`config.mk`:
```
export PLATFORM = sky130hd
export DESIGN_NAME = match_ctrl
export DESIGN_NICKNAME = d
export VERILOG_FILES = /design/src/rtl/match_ctrl.sv
export SDC_FILE = /design/constraint.sdc
export NUM_CORES = 1
export LEC_CHECK = 0
export CAP_MARGIN = 15
export CORE_ASPECT_RATIO = 0.5
export CORE_MARGIN = 2
export CORE_UTILIZATION = 50
export CTS_BUF_LIST = sky130_fd_sc_hd__clkbuf_8
export CTS_CLUSTER_SIZE = 10
export DETAILED_ROUTE_END_ITERATION = 16
export PLACE_DENSITY = 0.76
export REMOVE_ABC_BUFFERS = 1
export SYNTH_ARGS = -nofsm -noshare
export SYNTH_HDL_FRONTEND = slang
export SYNTH_SLANG_ARGS = --single-unit
```
`constraint.sdc`:
```
create_clock -name clk_i -period 1.7 [get_ports clk_i]
set_input_delay 0.255 -clock clk_i [delete_from_list [all_inputs] [get_ports clk_i]]
set_output_delay 0.255 -clock clk_i [all_outputs]
set_load 0.01 [all_outputs]
```
`src/rtl/match_ctrl.sv`:
```
// match_ctrl - match sequencer for the pong game.
//
// Runs the game flow (idle, serve countdown, rally, point hold, pause, game
// over), keeps both scores and gates ball/paddle motion in game_logic.
//
// Ports:
//   clk_i, rst_ni     system clock, asynchronous active-low reset
//   new_frame_i       one-cycle pulse per video frame (from game_display)
//   start_key_i       raw start button, asynchronous, active-high
//   pause_key_i       raw pause button, asynchronous, active-high
//   player_goal_i     one-cycle pulse: player scored (from game_logic)
//   enemy_goal_i      one-cycle pulse: enemy scored (from game_logic)
//   ball_en_o         ball motion enable (PLAY only)
//   paddle_en_o       paddle motion enable (SERVE or PLAY)
//   ball_reset_o      one-cycle pulse on the first cycle of every SERVE
//   serve_dir_o       0 = serve toward player, 1 = serve toward enemy
//   player_score_o    player score
//   enemy_score_o     enemy score
//   winner_o          valid in OVER: 0 = player won, 1 = enemy won
//   state_o           IDLE=0, SERVE=1, PLAY=2, POINT=3, PAUSED=4, OVER=5
module match_ctrl #(
    parameter int unsigned SCORE_W      = 4,
    parameter int unsigned WIN_SCORE    = 9,
    parameter int unsigned SERVE_FRAMES = 60,
    parameter int unsigned POINT_FRAMES = 30,
    parameter int unsigned FCNT_W       = 8
) (
    input  logic               clk_i,
    input  logic               rst_ni,
    input  logic               new_frame_i,
    input  logic               start_key_i,
    input  logic               pause_key_i,
    input  logic               player_goal_i,
    input  logic               enemy_goal_i,
    output logic               ball_en_o,
    output logic               paddle_en_o,
    output logic               ball_reset_o,
    output logic               serve_dir_o,
    output logic [SCORE_W-1:0] player_score_o,
    output logic [SCORE_W-1:0] enemy_score_o,
    output logic               winner_o,
    output logic [2:0]         state_o
);

    typedef enum logic [2:0] {
        ST_IDLE   = 3'd0,
        ST_SERVE  = 3'd1,
        ST_PLAY   = 3'd2,
        ST_POINT  = 3'd3,
        ST_PAUSED = 3'd4,
        ST_OVER   = 3'd5
    } state_e;

    localparam logic [FCNT_W-1:0]  SERVE_LAST = FCNT_W'(SERVE_FRAMES - 1);
    localparam logic [FCNT_W-1:0]  POINT_LAST = FCNT_W'(POINT_FRAMES - 1);
    localparam logic [SCORE_W-1:0] WIN        = SCORE_W'(WIN_SCORE);
    localparam logic [SCORE_W-1:0] ONE        = SCORE_W'(1);

    // Key conditioning: [0],[1] form the 2-FF synchroniser, [2] holds the
    // previous synchronised level for edge detection. The event itself is
    // registered, so it appears 3 cycles after the raw edge.
    logic [2:0] start_sync_q, pause_sync_q;
    logic       start_evt_q, pause_evt_q;

    always_ff @(posedge clk_i or negedge rst_ni) begin
        if (!rst_ni) begin
            start_sync_q <= '0;
            pause_sync_q <= '0;
            start_evt_q  <= 1'b0;
            pause_evt_q  <= 1'b0;
        end else begin
            start_sync_q <= {start_sync_q[1:0], start_key_i};
            pause_sync_q <= {pause_sync_q[1:0], pause_key_i};
            start_evt_q  <= start_sync_q[1] & ~start_sync_q[2];
            pause_evt_q  <= pause_sync_q[1] & ~pause_sync_q[2];
        end
    end

    state_e             state_q, state_d;
    logic [FCNT_W-1:0]  fcnt_q, fcnt_d;
    logic [SCORE_W-1:0] pscore_q, pscore_d;
    logic [SCORE_W-1:0] escore_q, escore_d;
    logic               dir_q, dir_d;
    logic               winner_q, winner_d;
    logic               ball_en_q, paddle_en_q, ball_reset_q;

    always_comb begin
        state_d  = state_q;
        pscore_d = pscore_q;
        escore_d = escore_q;
        dir_d    = dir_q;
        winner_d = winner_q;

        unique case (state_q)
            ST_IDLE: begin
                if (start_evt_q) state_d = ST_SERVE;
            end
            ST_SERVE: begin
                if (new_frame_i && fcnt_q == SERVE_LAST) state_d = ST_PLAY;
            end
            ST_PLAY: begin
                // Goals outrank pause; a double goal cancels out but still
                // ends the rally.
                if (player_goal_i && !enemy_goal_i) begin
                    pscore_d = pscore_q + ONE;
                    dir_d    = 1'b1;
                    if (pscore_d == WIN) begin
                        state_d  = ST_OVER;
                        winner_d = 1'b0;
                    end else begin
                        state_d = ST_POINT;
                    end
                end else if (enemy_goal_i && !player_goal_i) begin
                    escore_d = escore_q + ONE;
                    dir_d    = 1'b0;
                    if (escore_d == WIN) begin
                        state_d  = ST_OVER;
                        winner_d = 1'b1;
                    end else begin
                        state_d = ST_POINT;
                    end
                end else if (player_goal_i && enemy_goal_i) begin
                    state_d = ST_POINT;
                end else if (pause_evt_q) begin
                    state_d = ST_PAUSED;
                end
            end
            ST_POINT: begin
                if (new_frame_i && fcnt_q == POINT_LAST) state_d = ST_SERVE;
            end
            ST_PAUSED: begin
                if (pause_evt_q) state_d = ST_PLAY;
            end
            ST_OVER: begin
                if (start_evt_q) begin
                    pscore_d = '0;
                    escore_d = '0;
                    dir_d    = 1'b0;
                    state_d  = ST_SERVE;
                end
            end
            default: state_d = ST_IDLE;
        endcase

        // Frame counter restarts on every state entry and only advances
        // while a countdown state is being held.
        fcnt_d = fcnt_q;
        if (state_d != state_q) begin
            fcnt_d = '0;
        end else if (new_frame_i && (state_q == ST_SERVE || state_q == ST_POINT)) begin
            fcnt_d = fcnt_q + FCNT_W'(1);
        end
    end

    always_ff @(posedge clk_i or negedge rst_ni) begin
        if (!rst_ni) begin
            state_q      <= ST_IDLE;
            fcnt_q       <= '0;
            pscore_q     <= '0;
            escore_q     <= '0;
            dir_q        <= 1'b0;
            winner_q     <= 1'b0;
            ball_en_q    <= 1'b0;
            paddle_en_q  <= 1'b0;
            ball_reset_q <= 1'b0;
        end else begin
            state_q      <= state_d;
            fcnt_q       <= fcnt_d;
            pscore_q     <= pscore_d;
            escore_q     <= escore_d;
            dir_q        <= dir_d;
            winner_q     <= winner_d;
            // Enables are registered from the next state so they line up
            // with state_o cycle for cycle.
            ball_en_q    <= (state_d == ST_PLAY);
            paddle_en_q  <= (state_d == ST_SERVE) || (state_d == ST_PLAY);
            ball_reset_q <= (state_d == ST_SERVE) && (state_q != ST_SERVE);
        end
    end

    assign ball_en_o      = ball_en_q;
    assign paddle_en_o    = paddle_en_q;
    assign ball_reset_o   = ball_reset_q;
    assign serve_dir_o    = dir_q;
    assign player_score_o = pscore_q;
    assign enemy_score_o  = escore_q;
    assign winner_o       = winner_q;
    assign state_o        = state_q;

endmodule
```
==> impl_metrics.json, run 1 <==
{
  "vias_per_cell": 5.57,
  "ios": 23,
  "p_seq_share_pct": 43.3,
  "violations": "negative setup slack",
  "post-route-period-util_pct": 109,
  "swShare_pct": 29.2,
  "clock_latency_ns": 0.28,
  "synthCells": 181,
  "tightest_slew_ns": 0.455,
  "fillers": 213,
  "crit_fanout": 8,
  "setup_viol": 10,
  "async_flop_share_pct": 100,
  "fin_crit_ns": 1.85,
  "areaGrowthSynthToFinish_pct": 43.5,
  "grt_pass1_wl_um": 7520,
  "synth_ff_type": "dfrtp_1",
  "vdd_drop_max_mv": 0.477,
  "design_area_mm2": 0.00268,
  "finalHoldViolCount": 0,
  "intPower_mw": 1.55,
  "grt_pass1_vias": 1594,
  "synth_cell_types": 56,
  "synth.area.top_cells": "dfrtp_1 43%, ha_1 6.0%, nand2_1 3.8%",
  "pre_cts_slack_ns": -0.561,
  "drtIter0Drc": 91,
  "slowest_stage": "dfrtp_2",
  "maxCapViolCount": 0,
  "synth_top_area_share_pct": 43.0,
  "htree_levels": 2,
  "place_area_mm2": 0.00238,
  "die_h_um": 47.2,
  "cp-end-kind": "register",
  "syn-cell-area_mm2": 0.00186,
  "path_class": "reg2reg",
  "yosysTopAreaCell": "dfrtp_1",
  "numClockSinks": 32,
  "final_common_cell": "buf_4",
  "num_rows": 15,
  "grt-ovfl-total": 0,
  "io_buffers": 22,
  "status": "complete, but fails checks",
  "die_area_mm2": 0.00426,
  "yosys_register_bits": 32,
  "n_antenna_cell": 0,
  "crit_family": "compound AO/OA/AOI/OAI gates",
  "wl_per_cell_um": 16.4,
  "root_buffer": "clkbuf_8",
  "worstPathArrival_ns": 2.01,
  "syn-mean-instance-area_um2": 10.3,
  "clock_skew_ns": 0.00646,
  "start_util_pct": 53.1,
  "layout.nets": 262,
  "fin_util_pct": 76.2,
  "wirelength_um": 4890,
  "slew_headroom_pct": 69.6,
  "yosysSeqAreaShare_pct": 43.0,
  "path_buf_inv": 3,
  "grt_max_degree": 33,
  "holdCritPathClass": "reg2reg",
  "synth_edf_count": 0,
  "place.gp.congestion": 0.876,
  "power_frac_clock_pct": 33.3,
  "coreArea_mm2": 0.00351,
  "drive_gt1_share_pct": 40.5,
  "drtPass1Iterations": 4,
  "antenna_found_initial": 0,
  "grtUsageTotal_pct": 23.4,
  "whs_ns": 0.349,
  "hpwl_um": 2960,
  "power.density_mw_per_mm2": 816,
  "maxSlewViolCount": 0,
  "ys_warn_count": 0,
  "ctsHoldBuffers": 0,
  "power_frac_comb_pct": 23.4,
  "final_cell_mix": "37 x buf_4, 27 x dfrtp_1, 18 x clkdlybuf4s50_1",
  "r2r_setup_slack_ns": -0.15,
  "worst_slack_ns": -0.154,
  "cts.path.max_buffers": 2,
  "p_leak_nw": 1.21,
  "cts_tree": "yes",
  "ant_nets": 0,
  "worstPathRequired_ns": 1.85,
  "start_kind": "register",
  "die_w_um": 90.4,
  "max_clock_freq_mhz": 539,
  "path_cells": "buf_6, inv_4, ha_4, nand2_4, o31ai_4, nand2_1, o221a_4, o21ai_4, buf_12, a21oi_2",
  "cpPeakStageDelay_ns": 0.45,
  "cts_made_buffers": 5,
  "rsz0062_at_grt": "true",
  "power.switching_mw": 0.638,
  "remaining_drc_errors": 0,
  "via_count": 1660,
  "path_clk_slew_ns": 0.07
}
[power by group through the flow]
stage / logic (mW) / clock network, mW / registers (mW)
after global routing: 0.559 / 0.776 / 0.958
after detailed placement: 0.453 / 0 / 0.958
after global placement: 0.433 / 0 / 0.951
after CTS: 0.505 / 0.735 / 0.943
final: 0.511 / 0.727 / 0.947
after floorplan: 0.271 / 0 / 0.956
[repair_timing]
item,CTS,global route
pin swaps,18,6
gates resized for setup,26,16
setup buffers,3,1
endpoints found under the setup margin,19,20
[Yosys cell counts, types with 2 or more instances]
cell type  number
dfrtp_1        32
nand2_1        19
nand3_1        14
a21oi_1        12
inv_1          11
ha_1            9
o21ai_0         9
nor2_1          5
nor2b_1         5
xor2_1          5
xnor2_1         4
and3_1          3
buf_6           3
o31ai_1         3
a21oi_2         2
a31oi_1         2
nor3_2          2
o211ai_1        2
o21ai_1         2
[routing by layer]
metal	wire [um]	vias up	track usage (%)
li1	-	765	-
met1	2110	833	27.8
met2	2500	56	43.3
met3	247	6	5.78
met4	39	0	9.85
met5	0	-	0
[kinds of logic (layout without fill, tap and decap cells)]
group,after synthesis,count (layout),share of synthesized area (%)
buffers and inverters,16,82,4.50
XOR/XNOR,9,9,4.23
AO/OA/AOI/OAI,46,46,18.7
adder cells (fa/ha/maj),9,9,6.04
AND/OR/NAND/NOR,67,67,22.5
multiplexers,2,2,1.14
flip-flops,32,32,43.0
[path summary, 6_finish.rpt]
path | cells after the start | to | from
worst max register to register | 10 | fcnt_q[6] | enemy_score_o[0]
max in group asynchronous | 2 | state_o[1] | rst_ni
min in group asynchronous | 2 | fcnt_q[3] | rst_ni
worst max-delay path | 10 | fcnt_q[6] | enemy_score_o[0]
worst min-delay path | 0 | pause_sync_q[1] | pause_sync_q[0]
worst min register to register | 0 | pause_sync_q[1] | pause_sync_q[0]
[flip-flops by register name (all words and copies together), names as in the netlist]
register,count
winner_o,1
serve_dir_o,1
ball_reset_o,1
enemy_score_o,4
start_evt_q,1
paddle_en_o,1
player_score_o,4
start_sync_q,3
fcnt_q,8
pause_sync_q,3
ball_en_o,1
state_o,3
pause_evt_q,1
[metrics by stage]
stage / TNS (ns) / power [mW] / std cells
final: -1.32 / 2.18 / 298
after global routing: -1.96 / 2.29 / 298
after CTS: -0.912 / 2.18 / 297
after detailed placement: -8.63 / 1.41 / 286
after global placement: -8.02 / 1.38 / 286
after floorplan: -1.27 / 1.23 / 177
[worst register-to-register path, stage by stage (launching register included)]
cell	delay, ns
dfrtp_2	0.45
buf_6	0.14
inv_4	0.05
ha_4	0.15
nand2_4	0.05
o31ai_4	0.05
nand2_1	0.12
o221a_4	0.34
o21ai_4	0.16
buf_12	0.15
a21oi_2	0.05
[area by class of cell]
| class | instances | area (um^2) | area share [%] |
|---|---|---|---|
| Sequential cell | 32 | 807 | 30.2 |
| Timing Repair Buffer | 62 | 543 | 20.3 |
| Tap cell | 51 | 63.8 | 2.39 |
| Clock buffer | 5 | 68.8 | 2.57 |
| Clock inverter | 3 | 42.5 | 1.59 |
| Inverter | 12 | 50.0 | 1.87 |
| Multi-Input combinational cell | 133 | 1100 | 41.1 |
Power figures use the tool's default switching activity.
==> run 2, diff against run 1 <==
- TNS_END_PERCENT: unset -> 5
==> run 2 against run 1 <==
The run still ends with negative setup slack left. Critical path depth did not move. Register-to-register slack better by 0.02 ns. Non-clock buffer count stayed put.
==> impl_metrics.json, run 2 (synthesis results as in run 1) <==
{
  "rsz0062_at_grt": "true",
  "finalHoldViolCount": 0,
  "power_frac_comb_pct": 23.5,
  "clock_skew_ns": 0.0107,
  "cts_made_buffers": 5,
  "cp-end-kind": "register",
  "grt_pass1_vias": 1551,
  "vdd_drop_max_mv": 0.507,
  "via_count": 1670,
  "swShare_pct": 30.0,
  "pre_cts_slack_ns": -0.561,
  "whs_path_depth": 0,
  "grt-ovfl-total": 0,
  "status": "complete, but fails checks",
  "power_frac_clock_pct": 33.7,
  "worstPathArrival_ns": 2.00,
  "max_clock_freq_mhz": 544,
  "grt.busiest_layer": "met2",
  "path_buf_inv": 3,
  "grt_max_degree": 33,
  "holdCritPathClass": "reg2reg",
  "die_area_mm2": 0.00426,
  "vias_per_cell": 5.60,
  "ios": 23,
  "die_w_um": 90.4,
  "met2_usage_pct": 41.7,
  "root_buffer": "clkbuf_8",
  "setup_viol": 11,
  "maxSlewViolCount": 0,
  "crit_family": "compound AO/OA/AOI/OAI gates",
  "worstPathRequired_ns": 1.86,
  "violations": "negative setup slack",
  "path_cells": "buf_6, inv_4, ha_4, nand2_2, o31ai_4, nand2_1, o221a_4, o21ai_4, buf_12, a21oi_2",
  "place.gp.congestion": 0.876,
  "clock_latency_ns": 0.29,
  "drive_gt1_share_pct": 40.5,
  "final_common_cell": "buf_4",
  "intPower_mw": 1.55,
  "power.density_mw_per_mm2": 827,
  "tightest_slew_ns": 0.458,
  "coreArea_mm2": 0.00351,
  "io_buffers": 22,
  "final_cell_mix": "37 x buf_4, 26 x dfrtp_1, 18 x clkdlybuf4s50_1",
  "top_register": "fcnt_q",
  "cts.path.max_buffers": 2,
  "crit_fanout": 8,
  "n_antenna_cell": 0,
  "power.switching_mw": 0.665,
  "grt_pass1_wl_um": 7400,
  "maxCapViolCount": 0,
  "post-route-period-util_pct": 108,
  "r2r_setup_slack_ns": -0.14,
  "whs_ns": 0.349,
  "drtPass1Iterations": 4,
  "worst_slack_ns": -0.138,
  "fillers": 214,
  "wirelength_um": 5260,
  "path_class": "reg2reg",
  "grtUsageTotal_pct": 22.9,
  "numClockSinks": 32,
  "p_leak_nw": 1.22,
  "gr-usage-met1_pct": 27.8,
  "areaGrowthSynthToFinish_pct": 43.4,
  "fin_crit_ns": 1.84,
  "antenna_found_initial": 0,
  "die_h_um": 47.2,
  "num_rows": 15,
  "hpwl_um": 2960,
  "cts_tree": "yes",
  "layout.nets": 262,
  "cpPeakStageDelay_ns": 0.45,
  "drtIter0Drc": 200,
  "largest_register_ffs": 8,
  "slowest_stage": "dfrtp_2",
  "remaining_drc_errors": 0,
  "path_clk_slew_ns": 0.07,
  "crit_cells": 10,
  "grt_use_met3_pct": 5.46,
  "ant_nets": 0,
  "wl_per_cell_um": 17.6,
  "slew_headroom_pct": 69.4,
  "p_seq_share_pct": 42.8,
  "start_util_pct": 53.1,
  "ff2ff_path_depth": 10,
  "start_kind": "register",
  "htree_levels": 2
}
-- run 2: cell types whose count changed in the layout (fill, tap and decap cells not counted) --
cell     delta
nand2_2     -1
nand2_1     +1
dfrtp_2     +1
dfrtp_1     -1
-- run 2: what timing repair did --
| action | CTS | global route |
|---|---|---|
| buffers inserted | 3 | 1 |
| gates cloned | 0 | 0 |
| resized for setup | 23 | 19 |
| hold buffers | 0 | 0 |
| pin swaps | 16 | 7 |
| endpoints found under the setup margin | 19 | 16 |
-- run 2: stage by stage --
| step | std cells | power [mW] | util [%] | setup TNS (ns) | cell area, um^2 |
|---|---|---|---|---|---|
| 3_5_place_dp | 286 | 1.41 | 67.8 | -8.63 | 2380 |
| 5_1_grt | 298 | 2.31 | 76.2 | -2.00 | 2670 |
| 4_1_cts | 297 | 2.18 | 74.2 | -0.934 | 2600 |
| 6_report | 298 | 2.21 | 76.2 | -1.27 | 2670 |
| 2_1_floorplan | 177 | 1.23 | - | -1.27 | 1830 |
| 3_3_place_gp | 286 | 1.38 | 67.8 | -8.02 | 2380 |
-- run 2: per-layer routing --
| layer | wire length (um) | share of wire, % | up-vias |
|---|---|---|---|
| met4 | 148 | 2.8 | 0 |
| met2 | 2550 | 49 | 81 |
| met5 | 0 | 0 | - |
| met3 | 321 | 6.1 | 17 |
| met1 | 2230 | 42 | 808 |
| li1 | - | - | 764 |
-- run 2: power by group through the flow --
stage / Sequential (mW) / Clock [mW] / Combinational (mW)
final: 0.946 / 0.746 / 0.519
after global routing: 0.958 / 0.786 / 0.562
after CTS: 0.943 / 0.735 / 0.504
after detailed placement: 0.958 / 0 / 0.453
after global placement: 0.951 / 0 / 0.433
after floorplan: 0.956 / 0 / 0.271
-- run 2: layout make-up --
| class | count | area, um^2 | share of cell area (%) |
|---|---|---|---|
| tap | 51 | 63.8 | 2.39 |
| multi-input combinational | 133 | 1100 | 41.0 |
| clock buffer | 5 | 68.8 | 2.57 |
| inverter | 12 | 50.0 | 1.87 |
| timing repair buffer | 62 | 543 | 20.3 |
| clock inverter | 3 | 42.5 | 1.59 |
| sequential | 32 | 808 | 30.2 |
-- run 2: worst paths after layout --
check,start,to
worst max-delay path,enemy_score_o[0],fcnt_q[6]
worst min-delay path,pause_sync_q[0],pause_sync_q[1]
worst max register to register,enemy_score_o[0],fcnt_q[6]
worst min register to register,pause_sync_q[0],pause_sync_q[1]
max in group asynchronous,rst_ni,state_o[1]
min in group asynchronous,rst_ni,ball_reset_o
==> run 3, diff against run 2 <==
- clock period: 1.7 -> 1.66 ns (I/O delays scaled with it)
==> run 3 against run 2 <==
The run still ends with negative setup slack left. Non-clock buffer count grew 1. Worst setup slack lost 0.044 ns. Sequential power is 2.2% higher. Critical endpoint is now fcnt_q[3]. Largest power group unchanged.
==> impl_metrics.json, run 3 (synthesis results as in run 1) <==
{
  "status": "complete, but fails checks",
  "violations": "negative setup slack",
  "place_area_mm2": 0.00239,
  "p_leak_nw": 1.22,
  "holdCritPathClass": "reg2reg",
  "slew_headroom_pct": 69.3,
  "drive_gt1_share_pct": 39.5,
  "num_rows": 15,
  "grt_pass1_wl_um": 7710,
  "io_buffers": 22,
  "dp_cells": 287,
  "final_common_cell": "buf_4",
  "tightest_slew_ns": 0.459,
  "cts_made_buffers": 5,
  "n_antenna_cell": 0,
  "worstPathRequired_ns": 1.82,
  "start_util_pct": 53.1,
  "slowest_stage": "dfrtp_2",
  "final_cells": 299,
  "cts.path.max_buffers": 2,
  "gr-usage-met1_pct": 29.3,
  "clock_latency_ns": 0.29,
  "wl_per_cell_um": 16.5,
  "antenna_found_initial": 0,
  "drtIter0Drc": 69,
  "crit_top_cell": "nand2_1",
  "root_buffer": "clkbuf_8",
  "grt_max_degree": 33,
  "grt-ovfl-total": 0,
  "top_register": "fcnt_q",
  "fin_crit_ns": 1.84,
  "setup_viol": 14,
  "fin_util_pct": 76.9,
  "cp-end-kind": "register",
  "grt_use_met3_pct": 6.90,
  "numClockSinks": 32,
  "hpwl_um": 2850,
  "crit_fanout": 8,
  "die_area_mm2": 0.00426,
  "grt.busiest_layer": "met2",
  "remaining_drc_errors": 0,
  "power.density_mw_per_mm2": 834,
  "max_clock_freq_mhz": 543,
  "coreArea_mm2": 0.00351,
  "cts_tree": "yes",
  "ios": 23,
  "worstPathArrival_ns": 2.00,
  "areaGrowthSynthToFinish_pct": 44.7,
  "path_class": "reg2reg",
  "final_cell_mix": "36 x buf_4, 28 x dfrtp_1, 18 x nand2_1",
  "ant_nets": 0,
  "drtPass1Iterations": 4,
  "clock_skew_ns": 0.00547,
  "post-route-period-util_pct": 111,
  "largest_register_ffs": 8,
  "wirelength_um": 4930,
  "r2r_setup_slack_ns": -0.18,
  "maxCapViolCount": 0,
  "via_count": 1619,
  "vias_per_cell": 5.41,
  "vdd_drop_max_mv": 0.534,
  "finalHoldViolCount": 0,
  "grt_pass1_vias": 1603,
  "layout.nets": 263,
  "place.gp.congestion": 0.850,
  "design_area_mm2": 0.00270,
  "path_cells": "buf_6, inv_4, ha_4, nand2_1, o31ai_4, nand2_1, o221a_4, o21ai_4, buf_12, a21oi_2",
  "die_w_um": 90.4,
  "maxSlewViolCount": 0,
  "worst_slack_ns": -0.182,
  "cpPeakStageDelay_ns": 0.45,
  "start_kind": "register",
  "die_h_um": 47.2,
  "grtUsageTotal_pct": 24.1,
  "pre_cts_slack_ns": -0.574,
  "path_clk_slew_ns": 0.08,
  "rsz0062_at_grt": "true",
  "htree_levels": 2,
  "whs_ns": 0.351,
  "met2_usage_pct": 43.9
}
-- run 3: cell count changes in the layout (fill, tap and decap cells not counted), sizes merged --
cell	delta
clkdlybuf4s50	-2
dlygate4sd2	+1
buf	+1
clkdlybuf4s15	+1
-- run 3: layer usage --
| metal | share of wire, % | routed length [um] | vias up |
|---|---|---|---|
| li1 | - | - | 770 |
| met1 | 45 | 2210 | 775 |
| met2 | 47 | 2330 | 64 |
| met3 | 6.5 | 322 | 10 |
| met4 | 1.4 | 71 | 0 |
| met5 | 0 | 0 | - |
-- run 3: worst paths after layout --
check                                 start               to  cells past startpoint
max                        enemy_score_o[0]        fcnt_q[3]                     10
min                         start_sync_q[0]  start_sync_q[1]                      0
max reg2reg                enemy_score_o[0]        fcnt_q[3]                     10
min reg2reg                 start_sync_q[0]  start_sync_q[1]                      0
max in group asynchronous            rst_ni       state_o[0]                      2
min in group asynchronous            rst_ni        fcnt_q[0]                      2
-- run 3: worst max-delay path, delay by kind of cell (launching register included) --
| family | cells | cell delay [ns] |
|---|---|---|
| AO/OA/AOI/OAI | 4 | 0.60 |
| flip-flops | 1 | 0.45 |
| buffers and inverters | 3 | 0.34 |
| AND/OR/NAND/NOR | 2 | 0.18 |
| adder cells (fa/ha/maj) | 1 | 0.12 |
-- run 3: metrics by stage --
step	total power, mW	TNS [ns]
CTS	2.25	-1.62
finish	2.25	-1.83
floorplan	1.26	-1.69
detailed placement	1.44	-8.72
global placement	1.41	-8.18
global route	2.37	-2.54
-- run 3: where the power goes --
| part | switching [mW] | internal [mW] |
|---|---|---|
| registers | 0.0952 | 0.871 |
| logic | 0.257 | 0.266 |
| clock network | 0.316 | 0.444 |
| total | 0.668 | 1.58 |
-- run 3: what timing repair did --
item                       CTS  global route
gates resized for setup     38             7
pin swaps                   22             2
cloned                       0             0
hold buffers                 0             0
setup buffers                4             0
setup endpoints to repair   18            25
-- run 3: area by class of cell --
cell class,count,area (um^2)
fillers,216,812
inverters,12,47.5
clock inverters,3,42.5
repair buffers,63,557
multi-input cells,133,1110
well taps,51,63.8
flip-flops and latches,32,806
clock buffers,5,68.8
